File: src/rtl/move_parser_pkg.sv
// Shared definitions for the chess move parser: FSM states, ASCII constants
// and byte classification helpers.
package move_parser_pkg;

   typedef enum logic [2:0] {
      S_FFILE,
      S_FRANK,
      S_TFILE,
      S_TRANK,
      S_TERM
   } state_t;

   localparam logic [7:0] ASCII_LF    = 8'h0A;
   localparam logic [7:0] ASCII_CR    = 8'h0D;
   localparam logic [7:0] ASCII_LA    = 8'h61;  // 'a'
   localparam logic [7:0] ASCII_UA    = 8'h41;  // 'A'
   localparam logic [7:0] ASCII_ONE   = 8'h31;  // '1'
   localparam logic [3:0] BLANK_CODE  = 4'hF;

   function automatic logic is_file(input logic [7:0] b);
      return ((b >= ASCII_LA) && (b <= ASCII_LA + 8'd7)) ||
             ((b >= ASCII_UA) && (b <= ASCII_UA + 8'd7));
   endfunction

   function automatic logic is_rank(input logic [7:0] b);
      return (b >= ASCII_ONE) && (b <= ASCII_ONE + 8'd7);
   endfunction

   function automatic logic is_term(input logic [7:0] b);
      return (b == ASCII_LF) || (b == ASCII_CR);
   endfunction

   // 'a', 'A' and '1' all end in 3'b001, so one subtraction on the low bits
   // maps any validated file or rank character to 0-7.
   function automatic logic [2:0] field_code(input logic [2:0] lo);
      return lo - 3'd1;
   endfunction

endpackage

File: src/rtl/move_parser_timeout_counter.sv
// Inter-byte idle timer: counts while enabled, restarts on each byte and
// flags expiry on the last allowed idle cycle.
module timeout_counter
   import move_parser_pkg::*;
#(
   parameter int unsigned TIMEOUT_CYCLES = 50000000
) (
   input  logic clock,
   input  logic reset,
   input  logic enable,
   input  logic restart,
   output logic expired
);

   localparam int unsigned CW = (TIMEOUT_CYCLES > 1) ? $clog2(TIMEOUT_CYCLES) : 1;
   localparam logic [CW-1:0] LAST = CW'(TIMEOUT_CYCLES - 1);

   logic [CW-1:0] count;

   assign expired = enable && (count == LAST);

   always_ff @(posedge clock) begin
      if (reset || restart || !enable || expired)
         count <= '0;
      else
         count <= count + CW'(1);
   end

endmodule

File: src/rtl/move_parser.sv
// Parses ASCII moves such as "e2e4\n" from a serial byte stream and latches
// the from/to squares for the display once a full move is terminated.
module move_parser
   import move_parser_pkg::*;
#(
   parameter int unsigned TIMEOUT_CYCLES = 50000000
) (
   input  logic       clock,
   input  logic       reset,
   input  logic [7:0] rx_data,
   input  logic       rx_valid,
   input  logic       clear,
   output logic [3:0] from_file,
   output logic [3:0] from_rank,
   output logic [3:0] to_file,
   output logic [3:0] to_rank,
   output logic       move_valid,
   output logic       move_pulse,
   output logic       error,
   output logic       busy
);

   state_t     state, state_next;
   logic [2:0] sh_ffile, sh_frank, sh_tfile, sh_trank;
   logic       ld_ffile, ld_frank, ld_tfile, ld_trank;
   logic       commit, err, expired;

   assign busy = (state != S_FFILE);

   timeout_counter #(
      .TIMEOUT_CYCLES(TIMEOUT_CYCLES)
   ) u_timeout (
      .clock  (clock),
      .reset  (reset),
      .enable (busy),
      .restart(rx_valid),
      .expired(expired)
   );

   always_ff @(posedge clock) begin
      if (reset)
         state <= S_FFILE;
      else
         state <= state_next;
   end

   // A received byte always outranks a simultaneous timeout.
   always_comb begin
      state_next = state;
      ld_ffile   = 1'b0;
      ld_frank   = 1'b0;
      ld_tfile   = 1'b0;
      ld_trank   = 1'b0;
      commit     = 1'b0;
      err        = 1'b0;
      if (rx_valid) begin
         case (state)
            S_FFILE: begin
               if (is_file(rx_data)) begin
                  ld_ffile   = 1'b1;
                  state_next = S_FRANK;
               end else if (!is_term(rx_data)) begin
                  err = 1'b1;
               end
            end
            S_FRANK: begin
               if (is_rank(rx_data)) begin
                  ld_frank   = 1'b1;
                  state_next = S_TFILE;
               end else begin
                  err        = 1'b1;
                  state_next = S_FFILE;
               end
            end
            S_TFILE: begin
               if (is_file(rx_data)) begin
                  ld_tfile   = 1'b1;
                  state_next = S_TRANK;
               end else begin
                  err        = 1'b1;
                  state_next = S_FFILE;
               end
            end
            S_TRANK: begin
               if (is_rank(rx_data)) begin
                  ld_trank   = 1'b1;
                  state_next = S_TERM;
               end else begin
                  err        = 1'b1;
                  state_next = S_FFILE;
               end
            end
            S_TERM: begin
               state_next = S_FFILE;
               if (!is_term(rx_data))
                  err = 1'b1;
               else if ((sh_ffile == sh_tfile) && (sh_frank == sh_trank))
                  err = 1'b1;
               else
                  commit = 1'b1;
            end
            default: state_next = S_FFILE;
         endcase
      end else if (expired) begin
         err        = 1'b1;
         state_next = S_FFILE;
      end
   end

   always_ff @(posedge clock) begin
      if (reset) begin
         sh_ffile   <= '0;
         sh_frank   <= '0;
         sh_tfile   <= '0;
         sh_trank   <= '0;
         from_file  <= BLANK_CODE;
         from_rank  <= BLANK_CODE;
         to_file    <= BLANK_CODE;
         to_rank    <= BLANK_CODE;
         move_valid <= 1'b0;
         move_pulse <= 1'b0;
         error      <= 1'b0;
      end else begin
         if (ld_ffile) sh_ffile <= field_code(rx_data[2:0]);
         if (ld_frank) sh_frank <= field_code(rx_data[2:0]);
         if (ld_tfile) sh_tfile <= field_code(rx_data[2:0]);
         if (ld_trank) sh_trank <= field_code(rx_data[2:0]);
         error      <= err;
         move_pulse <= commit && !clear;
         if (clear) begin
            from_file  <= BLANK_CODE;
            from_rank  <= BLANK_CODE;
            to_file    <= BLANK_CODE;
            to_rank    <= BLANK_CODE;
            move_valid <= 1'b0;
         end else if (commit) begin
            from_file  <= {1'b0, sh_ffile};
            from_rank  <= {1'b0, sh_frank};
            to_file    <= {1'b0, sh_tfile};
            to_rank    <= {1'b0, sh_trank};
            move_valid <= 1'b1;
         end
      end
   end

endmodule
File: config.mk
export PLATFORM = sky130hd
export DESIGN_NAME = move_parser
export DESIGN_NICKNAME = d
export VERILOG_FILES = /design/src/rtl/move_parser_pkg.sv /design/src/rtl/move_parser_timeout_counter.sv /design/src/rtl/move_parser.sv
export SDC_FILE = /design/constraint.sdc
export NUM_CORES = 1
export LEC_CHECK = 0
export BUFFER_PORTS_ARGS = -buffer_cell sky130_fd_sc_hd__buf_2
export CORE_ASPECT_RATIO = 1.25
export CORE_MARGIN = 2
export CORE_UTILIZATION = 58
export CTS_CLUSTER_SIZE = 10
export DETAILED_ROUTE_END_ITERATION = 8
export GPL_ROUTABILITY_DRIVEN = 0
export GPL_TIMING_DRIVEN = 0
export PLACE_DENSITY = 0.79
export SLEW_MARGIN = 20
export SYNTH_ARGS = -nofsm -noshare
export SYNTH_HDL_FRONTEND = slang
export SYNTH_HIERARCHICAL = 1
export SYNTH_SLANG_ARGS = --single-unit
File: constraint.sdc
create_clock -name clock -period 2.1 [get_ports clock]
set_input_delay 0.105 -clock clock [delete_from_list [all_inputs] [get_ports clock]]
set_output_delay 0.105 -clock clock [all_outputs]
set_load 0.03 [all_outputs]
# After elaboration in Yosys (flattened, before gate mapping)
# Index checks and enable logic that the tools add are counted.
# totals
elab_cells	80
output_inout_bits	20
input_bits	12
reg_bits	60
# op_classes
mux	30
n_eq_ne	10
n_reduce_logical	19
n_addsub	2
n_lt_le_gt_ge	6
# op_table
cell	n
$add 26x1->26 const B	1
$eq 26x26->1 const B	1
$mux 1	22
$eq 8x4->1 const B	2
$ge 8x7->1 const B	2
$le 8x7->1 const B	2
$mux 3	4
$pmux 3 s4	1
$ge 8x6->1 const B	1
$le 8x6->1 const B	1
$eq 3x2->1 const B	2
$eq 3x3->1	2
$logic_and 1x1->1	6
$logic_or 1x1->1	5
$mux 2	2
$pmux 1 s4	1
$reduce_or 2->1	2
$eq 3x1->1 const B	1
$eq 3x3->1 const B	1
$logic_not 3->1	1
$ne 3x3->1 const B	1
$reduce_bool 3->1	1
$sub 3x1->3 const B	1
$logic_not 1->1	2
2 further kinds	2

# Longest topological paths before layout
# Gate-level depths: netlist (run 1).
# depth
word_depth	7
mapped_depth	9
ltp_nobuf	8

# Hierarchy
# The synthesis (run 1) kept the hierarchy.
# modules_own_cells
mod	cells_each	seq_area_each_um2	area_each_um2	instances
move_parser	183	620.6	1605.3	1
timeout_counter	143	520.5	1227.4	1

# Worst setup path before layout (run 1)
# OpenSTA, ideal clock, no wires.
# synth_timing
path_kind	flip-flop to flip-flop
start	register state[1]
end	register error
path_buffers	1
period_less_slack_ps	1929
path_stages_with_launch	10
setup_slack_ps	171
t_arrival_ps	1793
setup_time_ps	136
required_ps	1964
path_cell_list	dfxtp_1 -> clkbuf_1 -> or3_1 -> and4b_1 -> nand4_1 -> nor2_1 -> nor2_1 -> nor2_1 -> nand3_1 -> o221ai_1
# synth_via
elab_chain_cells	4
elab_cells_between_ends	11
classes_between	eq/ne (4); mux (3); reduce/logical (4)
# synth_rtl
item	line	source
from (decl)	move_parser.sv:23	state_t state, state_next;
from (signal assigned)	move_parser.sv:44	state <= state_next;
$reduce_bool 3->1	move_parser.sv:28	assign busy = (state != S_FFILE);
via busy	move_parser.sv:20	output logic busy
$logic_and 1x1->1	move_parser_timeout_counter.sv:20	assign expired = enable && (count == LAST);
via expired	move_parser.sv:26	logic commit, err, expired;
$mux 1	move_parser.sv:104	end else if (expired) begin
$mux 1	move_parser.sv:56	if (rx_valid) begin
to (signal assigned)	move_parser.sv:128	error <= err;
to (decl)	move_parser.sv:19	output logic error,
# The timed path passes the listed nets, and every way through them passes these cells.
# A chain may end at the register's enable or synchronous reset.

# Worst setup path in the final report (run 1)
# layout_timing
start	register u_timeout.count[8]
end	register u_timeout.count[25]
# layout_via
elab_chain_cells	3
elab_cells_between_ends	4
classes_between	add/sub (1); eq/ne (1); reduce/logical (2)
# layout_rtl
item	line	source
from (decl)	move_parser_timeout_counter.sv:18	logic [CW-1:0] count;
from (signal assigned)	move_parser_timeout_counter.sv:26	count <= count + CW'(1);
parallel branches: the longest is 3 deep, another holds $add 26x1->26	--	
# Parallel ways; which one is timed is not known.

==> impl_metrics.env, run 1 <==
export IMPL_cp_max_fo=10
export IMPL_final_cells=434
export IMPL_max_freq_ghz=0.4976
export IMPL_critPathKind="reg2reg"
export IMPL_wire_per_inst_um=14.57
export IMPL_cts_tree="yes"
export IMPL_ys_seq_elements=57
export IMPL_status="complete, no violations"
export IMPL_syn_inst=326
export IMPL_fin_skew_ns=0.007545
export IMPL_drive_gt1_frac=0.2059
export IMPL_numCtsBuffers=9
export IMPL_leakage_nw=1.099
export IMPL_setup_viol=0
export IMPL_synth_top_area_frac=0.4028
export IMPL_nFillCells=373
export IMPL_clock_sinks=57
export IMPL_place_inst=416
export IMPL_synth_area_leaders="dfxtp_1, nor2_1, mux2i_1"
export IMPL_htree_levels=3
export IMPL_crit_required_ns=2.37
export IMPL_worst_setup_path_start_kind="flop"
export IMPL_slew_headroom=0.4773
export IMPL_netlist_area_um2=2833
export IMPL_clk_path_buf_depth=2
export IMPL_root_buffer="clkbuf_8"
export IMPL_layout_nets=387
export IMPL_die_w_um=66.51
export IMPL_initial_core_util=0.5989
export IMPL_die_area_um2=5462
export IMPL_yosysSeqAreaShare=0.4028
export IMPL_grtUsageMet1=0.2901
export IMPL_grt_pass1_wl_um=10070
export IMPL_grt_pass1_vias=2248
export IMPL_ir_drop_mv=0.4676
export IMPL_die_h_um=82.14
export IMPL_endpoint_kind="flop"
export IMPL_worst_path_dominant_cell_family="simple AND/OR/NAND/NOR gates"
export IMPL_drt_iter0_drc=172
export IMPL_place_hpwl_um=4564
export IMPL_hold_viol_final=0
export IMPL_maxCapViolCount=0
export IMPL_routed_wl_um=6324
export IMPL_vias=2541
export IMPL_antenna_cells=0
export IMPL_grtUsageMet3=0.07046
export IMPL_crit_path_max_incr_delay_ns=0.55
export IMPL_port_buffers=30
export IMPL_synth_top_cells_by_count="dfxtp_1, nor2_1, a21oi_1"
export IMPL_area_growth_pct=18.20
export IMPL_clkTransAtPathRegs_ns=0.06
export IMPL_worst_ep_arrival_time_ns=2.28
export IMPL_clk_latency_ns=0.34
export IMPL_grt_overflow=0
export IMPL_grt_max_degree=11
export IMPL_total_power_mw=2.296
export IMPL_ant_nets=0
export IMPL_yosysMostFrequentCell="dfxtp_1"
export IMPL_crit_chain="nand4_2 > buf_6 > or4_4 > or4_1 > a21oi_1"
export IMPL_synthesis_area_per_instance_um2=8.689
export IMPL_syn_nets=343
export IMPL_grt_antenna_before_repair=0
export IMPL_core_area_um2=4730
export IMPL_firstDrtPassIters=4
export IMPL_powerDensity_nw_per_um2=685.6
export IMPL_postSynth_asyncResetShare=0
export IMPL_drc=0
export IMPL_via_per_inst=5.855
export IMPL_yosys_area_top_type="dfxtp_1"
export IMPL_yosysUniqueCellTypes=52
export IMPL_hold_buffers=0
export IMPL_worstMarginPinSlew_ns=0.7732
export IMPL_ios=32
export IMPL_min_path_type="in2reg"
export IMPL_crit_buf_inv=1
export IMPL_synthFlopType="dfxtp_1"
export IMPL_grtUsageMet2=0.4150
export IMPL_synth_warnings=6
export IMPL_period_needed_ns=2.010
export IMPL_slew_violations=0
export IMPL_slowest_stage="or4_4"
export IMPL_grt_busiest_layer="met2"
export IMPL_grtUsageTotal=0.2437
export IMPL_timing_final_crit_share=0.9569
export IMPL_rows=28
export IMPL_synth_edf_count=0
[through the flow]
step                setup slack [ns]    util  hold slack [ns]   TNS (ns)  area [um^2]
floorplan                     0.1712       -           0.2147          0         2833
global placement             -0.2447  0.6466           0.3933     -4.884         3058
detailed placement           -0.2431  0.6466           0.4044     -5.401         3058
CTS                          0.02313  0.6963          0.04556          0         3293
global route               -0.008108  0.7079          0.06147  -0.008246         3348
finish                       0.09041  0.7079          0.06070          0         3348
[cells by family after synthesis]
kind of cell               Yosys count  share of synthesized area
adders and majority gates            5                    0.02208
AOI/OAI and AO/OA                   59                     0.1427
DFF                                 57                     0.4028
buffers and inverters               24                    0.04196
and+or+nand+nor                    146                     0.2765
xor gates and xnor gates            22                    0.06802
muxes                               13                    0.04593
[cells in the final DEF, fill, tap and decap left out, types with 2 or more instances in the layout]
cell,netlist,routed
or3_4,1,2
buf_4,3,7
a22oi_1,2,2
o31ai_1,5,5
ha_1,5,4
clkbuf_8,0,10
nand2b_1,4,4
o221ai_1,2,2
nor3_1,10,9
nor4_2,0,2
nand2_1,14,14
nor4_1,11,9
nand3_1,11,10
o41ai_1,2,2
nor4b_1,3,3
a21oi_1,23,23
and4_1,2,2
buf_6,2,2
clkbuf_1,9,10
or4_1,8,8
o21ai_1,3,3
bufinv_16,0,2
mux2i_1,13,13
dfxtp_1,57,55
xor2_1,13,13
or3_1,9,8
xnor2_1,9,9
o21ai_0,6,6
nor2_1,52,50
dfxtp_2,0,2
nand4_1,8,8
or2_2,3,3
buf_2,2,32
a311oi_1,5,5
inv_1,8,8
[cell type report]
cell class | count | area [um^2] | area share
well taps | 60 | 75.07 | 0.02242
clock buffers | 12 | 145.1 | 0.04335
clock inverters | 3 | 65.06 | 0.01943
multi-input cells | 245 | 1624 | 0.4851
inverters | 8 | 30.03 | 0.008969
flip-flops and latches | 57 | 1144 | 0.3416
repair buffers | 34 | 180.2 | 0.05381
plain buffers | 15 | 85.08 | 0.02541
[what timing repair did]
action                                 CTS  global route
pin swaps                                0             1
setup endpoints to repair               24            23
setup buffers                            0             4
endpoints found under the hold margin    0             0
resized for setup                        5             7
cloned                                   0             0
[routing by layer]
metal | part of all wire | up-vias
li1 | - | 1277
met1 | 0.44 | 1186
met2 | 0.50 | 64
met3 | 0.042 | 14
met4 | 0.022 | 0
met5 | 0 | -
[path summary, 6_finish.rpt]
check                                startpoint                             end  slack [ns]  cells past startpoint
setup reg to reg  u_timeout/count[8]$_SDFF_PP0_  u_timeout/count[25]$_SDFF_PP0_        0.09                      5
hold / removal                       rx_data[0]        sh_trank[0]$_SDFFE_PP0P_        0.06                      2
setup / recovery  u_timeout/count[8]$_SDFF_PP0_  u_timeout/count[25]$_SDFF_PP0_        0.09                      5
hold reg to reg         move_valid$_SDFFE_PP0P_         move_valid$_SDFFE_PP0P_        0.44                      2
[state kept, by name, indices dropped and copies added (netlist names), 3 cells and up]
signal           cells
u_timeout/count     26
from_file            4
from_rank            3
sh_ffile             3
sh_frank             3
sh_tfile             3
sh_trank             3
state                3
to_file              3
to_rank              3
[report_power, final]
group | switching (mW) | internal [mW] | total, mW | leakage, nW
Combinational | 0.0724 | 0.0351 | 0.107 | 0.532
Clock | 0.409 | 0.692 | 1.10 | 0.106
Sequential | 0.00246 | 1.08 | 1.09 | 0.461
(Power assumes the default switching activity.)
==> run 2: changes to the inputs <==
--- a/config.mk
+++ b/config.mk
@@ -6,7 +6,7 @@
 export NUM_CORES = 1
 export LEC_CHECK = 0
 export BUFFER_PORTS_ARGS = -buffer_cell sky130_fd_sc_hd__buf_2
-export CORE_ASPECT_RATIO = 1.25
+export CORE_ASPECT_RATIO = 0.9
 export CORE_MARGIN = 2
 export CORE_UTILIZATION = 58
 export CTS_CLUSTER_SIZE = 10
==> constraint.sdc (replaced) <==
create_clock -name clock -period 2.15 [get_ports clock]
set_input_delay 0.1075 -clock clock [delete_from_list [all_inputs] [get_ports clock]]
set_output_delay 0.1075 -clock clock [all_outputs]
set_load 0.03 [all_outputs]
==> impl_metrics.env, run 2 (synthesized netlist as in run 1, its figures left out) <==
export IMPL_vias=2539
export IMPL_endpoint_kind="flop"
export IMPL_largest_reg_flops=26
export IMPL_die_area_um2=5460
export IMPL_routed_wl_um=6343
export IMPL_grt_max_degree=11
export IMPL_slew_violations=0
export IMPL_clk_latency_ns=0.34
export IMPL_cts_tree="yes"
export IMPL_hold_viol_final=0
export IMPL_numCtsBuffers=9
export IMPL_crit_chain="ha_2 > nand3_4 > or3_4 > o21bai_2 > buf_2 > nor2_1"
export IMPL_die_w_um=77.67
export IMPL_root_buffer="clkbuf_8"
export IMPL_power_share_switching=0.2336
export IMPL_grt_overflow=0
export IMPL_crit_required_ns=2.37
export IMPL_wire_per_inst_um=14.48
export IMPL_layout_nets=385
export IMPL_regToRegSetupSlack_ns=0.11
export IMPL_ios=32
export IMPL_nFillCells=379
export IMPL_clkTransAtPathRegs_ns=0.07
export IMPL_seq_power_share=0.493
export IMPL_place_inst=421
export IMPL_p_int_mw=1.650
export IMPL_worst_setup_path_start_kind="flop"
export IMPL_via_per_inst=5.797
export IMPL_grt_antenna_before_repair=0
export IMPL_port_buffers=30
export IMPL_crit_start="u_timeout/count[0]$_SDFF_PP0_"
export IMPL_timing_final_crit_share=0.9495
export IMPL_worst_ep_arrival_time_ns=2.26
export IMPL_fin_skew_ns=0.008751
export IMPL_drc=0
export IMPL_period_needed_ns=2.042
export IMPL_ant_nets=0
export IMPL_final_common_cell="dfxtp_1"
export IMPL_slew_headroom=0.3014
export IMPL_clock_sinks=57
export IMPL_final_cells=438
export IMPL_max_freq_ghz=0.4898
export IMPL_final_cell_mix="dfxtp_1, nor2_1, buf_2"
export IMPL_firstDrtPassIters=4
export IMPL_seq_area_um2=1141
export IMPL_hold_buffers=0
export IMPL_clkPwrFrac=0.460
export IMPL_crit_path_max_incr_delay_ns=0.42
export IMPL_leakage_nw=1.082
export IMPL_place_hpwl_um=4495
export IMPL_slowest_stage="or3_4"
export IMPL_rows=24
export IMPL_area_growth_pct=16.39
export IMPL_cp_max_fo=10
export IMPL_p_switching_mw=0.5029
export IMPL_multi_input_area_um2=1599
export IMPL_min_from="reset"
export IMPL_status="complete, no violations"
export IMPL_reg_top3="u_timeout/count x26, from_file x4"
export IMPL_setup_viol=0
export IMPL_grtUsageTotal=0.2400
export IMPL_clk_path_buf_depth=2
export IMPL_drt_iter0_drc=212
export IMPL_grt_pass1_vias=2289
export IMPL_die_h_um=70.30
export IMPL_combPwrFrac=0.048
export IMPL_powerDensity_nw_per_um2=652.9
export IMPL_r2r_start="u_timeout/count[0]$_SDFF_PP0_"
export IMPL_top_register="u_timeout/count"
export IMPL_maxCapViolCount=0
export IMPL_antenna_cells=0
export IMPL_min_path_type="in2reg"
export IMPL_initial_core_util=0.5933
export IMPL_ir_drop_mv=0.3644
export IMPL_holdWs_ns=0.06980
export IMPL_worstMarginPinSlew_ns=1.040
export IMPL_total_power_mw=2.153
export IMPL_core_area_um2=4775
export IMPL_setup_tns_ns=0
export IMPL_htree_levels=3
export IMPL_critPathKind="reg2reg"
export IMPL_drive_gt1_frac=0.1930
export IMPL_grt_pass1_wl_um=10360
==> run 2: changes by cell type in the layout (fill, tap and decap cells not counted), sizes merged <==
cell	delta
clkinv	+3
clkinvlp	+1
clkbuf	-2
buf	-2
bufinv	-1
==> run 2: what timing repair did <==
item                                    in CTS  in global routing
gates cloned                                 0                  0
gates resized for setup                      2                  4
buffers inserted                             0                  2
endpoints found under the setup margin      21                 25
pin swaps                                    0                  1
==> run 2: power by group through the flow <==
stage	Clock (mW)	Sequential [mW]	Combinational [mW]
floorplan	0	1.09	0.0639
global placement	0	1.08	0.0995
detailed placement	0	1.08	0.100
CTS	1.00	1.06	0.101
global route	1.04	1.06	0.113
finish	0.989	1.06	0.102
==> run 2: cell type report <==
type / count / share of cell area
timing repair buffer: 32 / 0.05009
multi-input combinational: 245 / 0.4850
clock buffer: 10 / 0.04175
buffer: 15 / 0.02581
clock inverter: 6 / 0.01746
sequential: 57 / 0.3461
inverter: 8 / 0.009108
tap: 65 / 0.02467
==> run 2: stage by stage <==
step / setup WS [ns] / instance area [um^2] / util
finish: 0.1085 / 3297 / 0.6905
floorplan: 0.2212 / 2833 / -
global placement: -0.1218 / 3064 / 0.6418
CTS: 0.02976 / 3268 / 0.6845
detailed placement: -0.2024 / 3064 / 0.6418
global route: -0.01220 / 3297 / 0.6905
==> run 2: path summary, 6_finish.rpt <==
| kind | end | depth (start not counted) |
|---|---|---|
| worst max-delay path | u_timeout/count[15]$_SDFF_PP0_ | 6 |
| worst min-delay path | u_timeout/count[24]$_SDFF_PP0_ | 4 |
| worst max register to register | u_timeout/count[15]$_SDFF_PP0_ | 6 |
| worst min register to register | move_valid$_SDFFE_PP0P_ | 2 |
==> run 2: critical path: cells and delay by family (launching register included) <==
family,cells,cell delay (ns)
compound gates,1,0.31
simple gates,3,0.65
fa+ha+maj,1,0.25
buf+inv,1,0.30
flops,1,0.39
==> run 2: routing by layer <==
metal,part of all wire,track usage
met1,0.49,0.3347
met2,0.44,0.3544
met3,0.055,0.07106
met4,0.012,0.07937
met5,0,0
==> run 3: changes to the inputs <==
--- a/config.mk
+++ b/config.mk
@@ -8,12 +8,12 @@
 export BUFFER_PORTS_ARGS = -buffer_cell sky130_fd_sc_hd__buf_2
 export CORE_ASPECT_RATIO = 0.9
 export CORE_MARGIN = 2
-export CORE_UTILIZATION = 58
+export CORE_UTILIZATION = 62
 export CTS_CLUSTER_SIZE = 10
 export DETAILED_ROUTE_END_ITERATION = 8
 export GPL_ROUTABILITY_DRIVEN = 0
 export GPL_TIMING_DRIVEN = 0
-export PLACE_DENSITY = 0.79
+export PLACE_DENSITY = 0.84
 export SLEW_MARGIN = 20
 export SYNTH_ARGS = -nofsm -noshare
 export SYNTH_HDL_FRONTEND = slang
==> constraint.sdc (replaced) <==
create_clock -name clock -period 2.4 [get_ports clock]
set_input_delay 0.12 -clock clock [delete_from_list [all_inputs] [get_ports clock]]
set_output_delay 0.12 -clock clock [all_outputs]
set_load 0.03 [all_outputs]
==> impl_metrics.env, run 3 (synthesized netlist as in run 1, its figures left out) <==
export IMPL_status="complete, no violations"
export IMPL_root_buffer="clkbuf_8"
export IMPL_min_path_type="in2reg"
export IMPL_layout_nets=384
export IMPL_r2r_start="state[1]$_SDFFE_PP0P_"
export IMPL_drive_gt1_frac=0.1801
export IMPL_cts_setup_buffers=0
export IMPL_place_hpwl_um=4521
export IMPL_numCtsBuffers=9
export IMPL_area_growth_pct=15.24
export IMPL_final_cells=434
export IMPL_crit_top_cell="nor2_1"
export IMPL_worst_ep_arrival_time_ns=2.38
export IMPL_hold_viol_final=0
export IMPL_worst_setup_path_start_kind="flop"
export IMPL_port_buffers=30
export IMPL_place_inst=418
export IMPL_clk_latency_ns=0.33
export IMPL_die_w_um=75.25
export IMPL_setup_viol=0
export IMPL_drc=0
export IMPL_crit_required_ns=2.59
export IMPL_grt_max_degree=11
export IMPL_grt_pass1_vias=2131
export IMPL_hold_buffers=0
export IMPL_max_freq_ghz=0.4552
export IMPL_grt_busiest_layer="met2"
export IMPL_timing_final_crit_share=0.9154
export IMPL_final_common_cell="dfxtp_1"
export IMPL_die_area_um2=5126
export IMPL_wire_per_inst_um=14.76
export IMPL_vias=2569
export IMPL_endpoint_kind="flop"
export IMPL_largest_reg_flops=26
export IMPL_rows=23
export IMPL_rsz0062_at_grt="false"
export IMPL_worst_path_dominant_cell_family="simple AND/OR/NAND/NOR gates"
export IMPL_ant_nets=0
export IMPL_routed_wl_um=6407
export IMPL_grtUsageMet2=0.3805
export IMPL_crit_start="state[1]$_SDFFE_PP0P_"
export IMPL_initial_core_util=0.6392
export IMPL_grtUsageMet1=0.3657
export IMPL_powerDensity_nw_per_um2=586.9
export IMPL_slowest_stage="or3_1"
export IMPL_crit_buf_inv=1
export IMPL_firstDrtPassIters=5
export IMPL_maxCapViolCount=0
export IMPL_htree_levels=3
export IMPL_reg_top3="u_timeout/count x26, from_file x4"
export IMPL_clock_sinks=57
export IMPL_grt_pass1_wl_um=9853
export IMPL_ios=32
export IMPL_grt_overflow=0
export IMPL_top_register="u_timeout/count"
export IMPL_crit_path_max_incr_delay_ns=0.43
export IMPL_slew_headroom=0.2951
export IMPL_period_needed_ns=2.197
export IMPL_cts_resized=0
export IMPL_core_area_um2=4432
export IMPL_worstMarginPinSlew_ns=1.049
export IMPL_leakage_nw=1.077
export IMPL_antenna_cells=0
export IMPL_crit_chain="clkbuf_1 > or3_1 > and4b_1 > nand4_1 > nor2_1 > nor2_1 > nor2_1 > nand3_1 > o221ai_1"
export IMPL_die_h_um=68.13
export IMPL_final_cell_mix="dfxtp_1, nor2_1, buf_2"
export IMPL_via_per_inst=5.919
export IMPL_grtUsageMet3=0.07658
export IMPL_cts_tree="yes"
export IMPL_regToRegSetupSlack_ns=0.20
export IMPL_grtUsageTotal=0.2593
export IMPL_ir_drop_mv=0.3398
export IMPL_min_from="reset"
export IMPL_clkTransAtPathRegs_ns=0.06
export IMPL_fin_skew_ns=0.007043
export IMPL_setup_tns_ns=0
export IMPL_cp_max_fo=9
export IMPL_slew_violations=0
export IMPL_clk_path_buf_depth=2
export IMPL_grt_antenna_before_repair=0
export IMPL_critPathKind="reg2reg"
export IMPL_drt_iter0_drc=206
==> run 3: cell types whose count changed in the layout (fill, tap and decap cells not counted) <==
cell	change
ha_2	-1
or3_1	+1
nand3_2	+1
nor2_2	-1
ha_1	+1
or3_4	-1
nor2_1	+1
clkbuf_1	+1
buf_4	-2
nand3_4	-1
==> run 3: report_power, final <==
| part | total (mW) | internal [mW] | switching, mW |
|---|---|---|---|
| clock | 0.872 | 0.499 | 0.373 |
| combinational | 0.0938 | 0.0301 | 0.0637 |
| sequential | 0.950 | 0.948 | 0.00183 |
| total | 1.92 | 1.48 | 0.438 |
==> run 3: layout make-up <==
cell class	count	area (um^2)
multi-input cells	245	1582
fillers	363	1167
flip-flops and latches	57	1141
repair buffers	30	150.1
clock buffers	10	137.6
plain buffers	16	88.84
well taps	62	77.57
clock inverters	6	57.56
inverters	8	30.03
==> run 3: worst paths after layout <==
check	end	depth (start not counted)
worst max-delay path	error$_SDFF_PP0_	9
worst min-delay path	u_timeout/count[24]$_SDFF_PP0_	4
worst max register to register	error$_SDFF_PP0_	9
worst min register to register	move_valid$_SDFFE_PP0P_	2
==> run 3: worst reg2reg max path, cell delays in order, from the launching register on <==
cell,delay (ns)
dfxtp_1,0.30
clkbuf_1,0.21
or3_1,0.43
and4b_1,0.24
nand4_1,0.15
nor2_1,0.10
nor2_1,0.31
nor2_1,0.10
nand3_1,0.10
o221ai_1,0.13
==> run 3: metrics by stage <==
step | hold slack (ns) | util | setup WS [ns] | power, mW | instance area [um^2]
floorplan | 0.2297 | - | 0.4712 | 1.030 | 2833
global placement | 0.4233 | 0.6906 | 0.07744 | 1.060 | 3060
detailed placement | 0.4246 | 0.6906 | 0.04985 | 1.063 | 3060
CTS | 0.07335 | 0.7346 | 0.05584 | 1.931 | 3256
global route | 0.09058 | 0.7366 | 0.07859 | 1.990 | 3264
finish | 0.09566 | 0.7366 | 0.2029 | 1.916 | 3264
==> run 3: metal layers <==
metal  part of all wire  wire [um]
met2               0.44       2847
met3              0.070        446
met4             0.0080         51
met1               0.48       3062
met5                  0          0
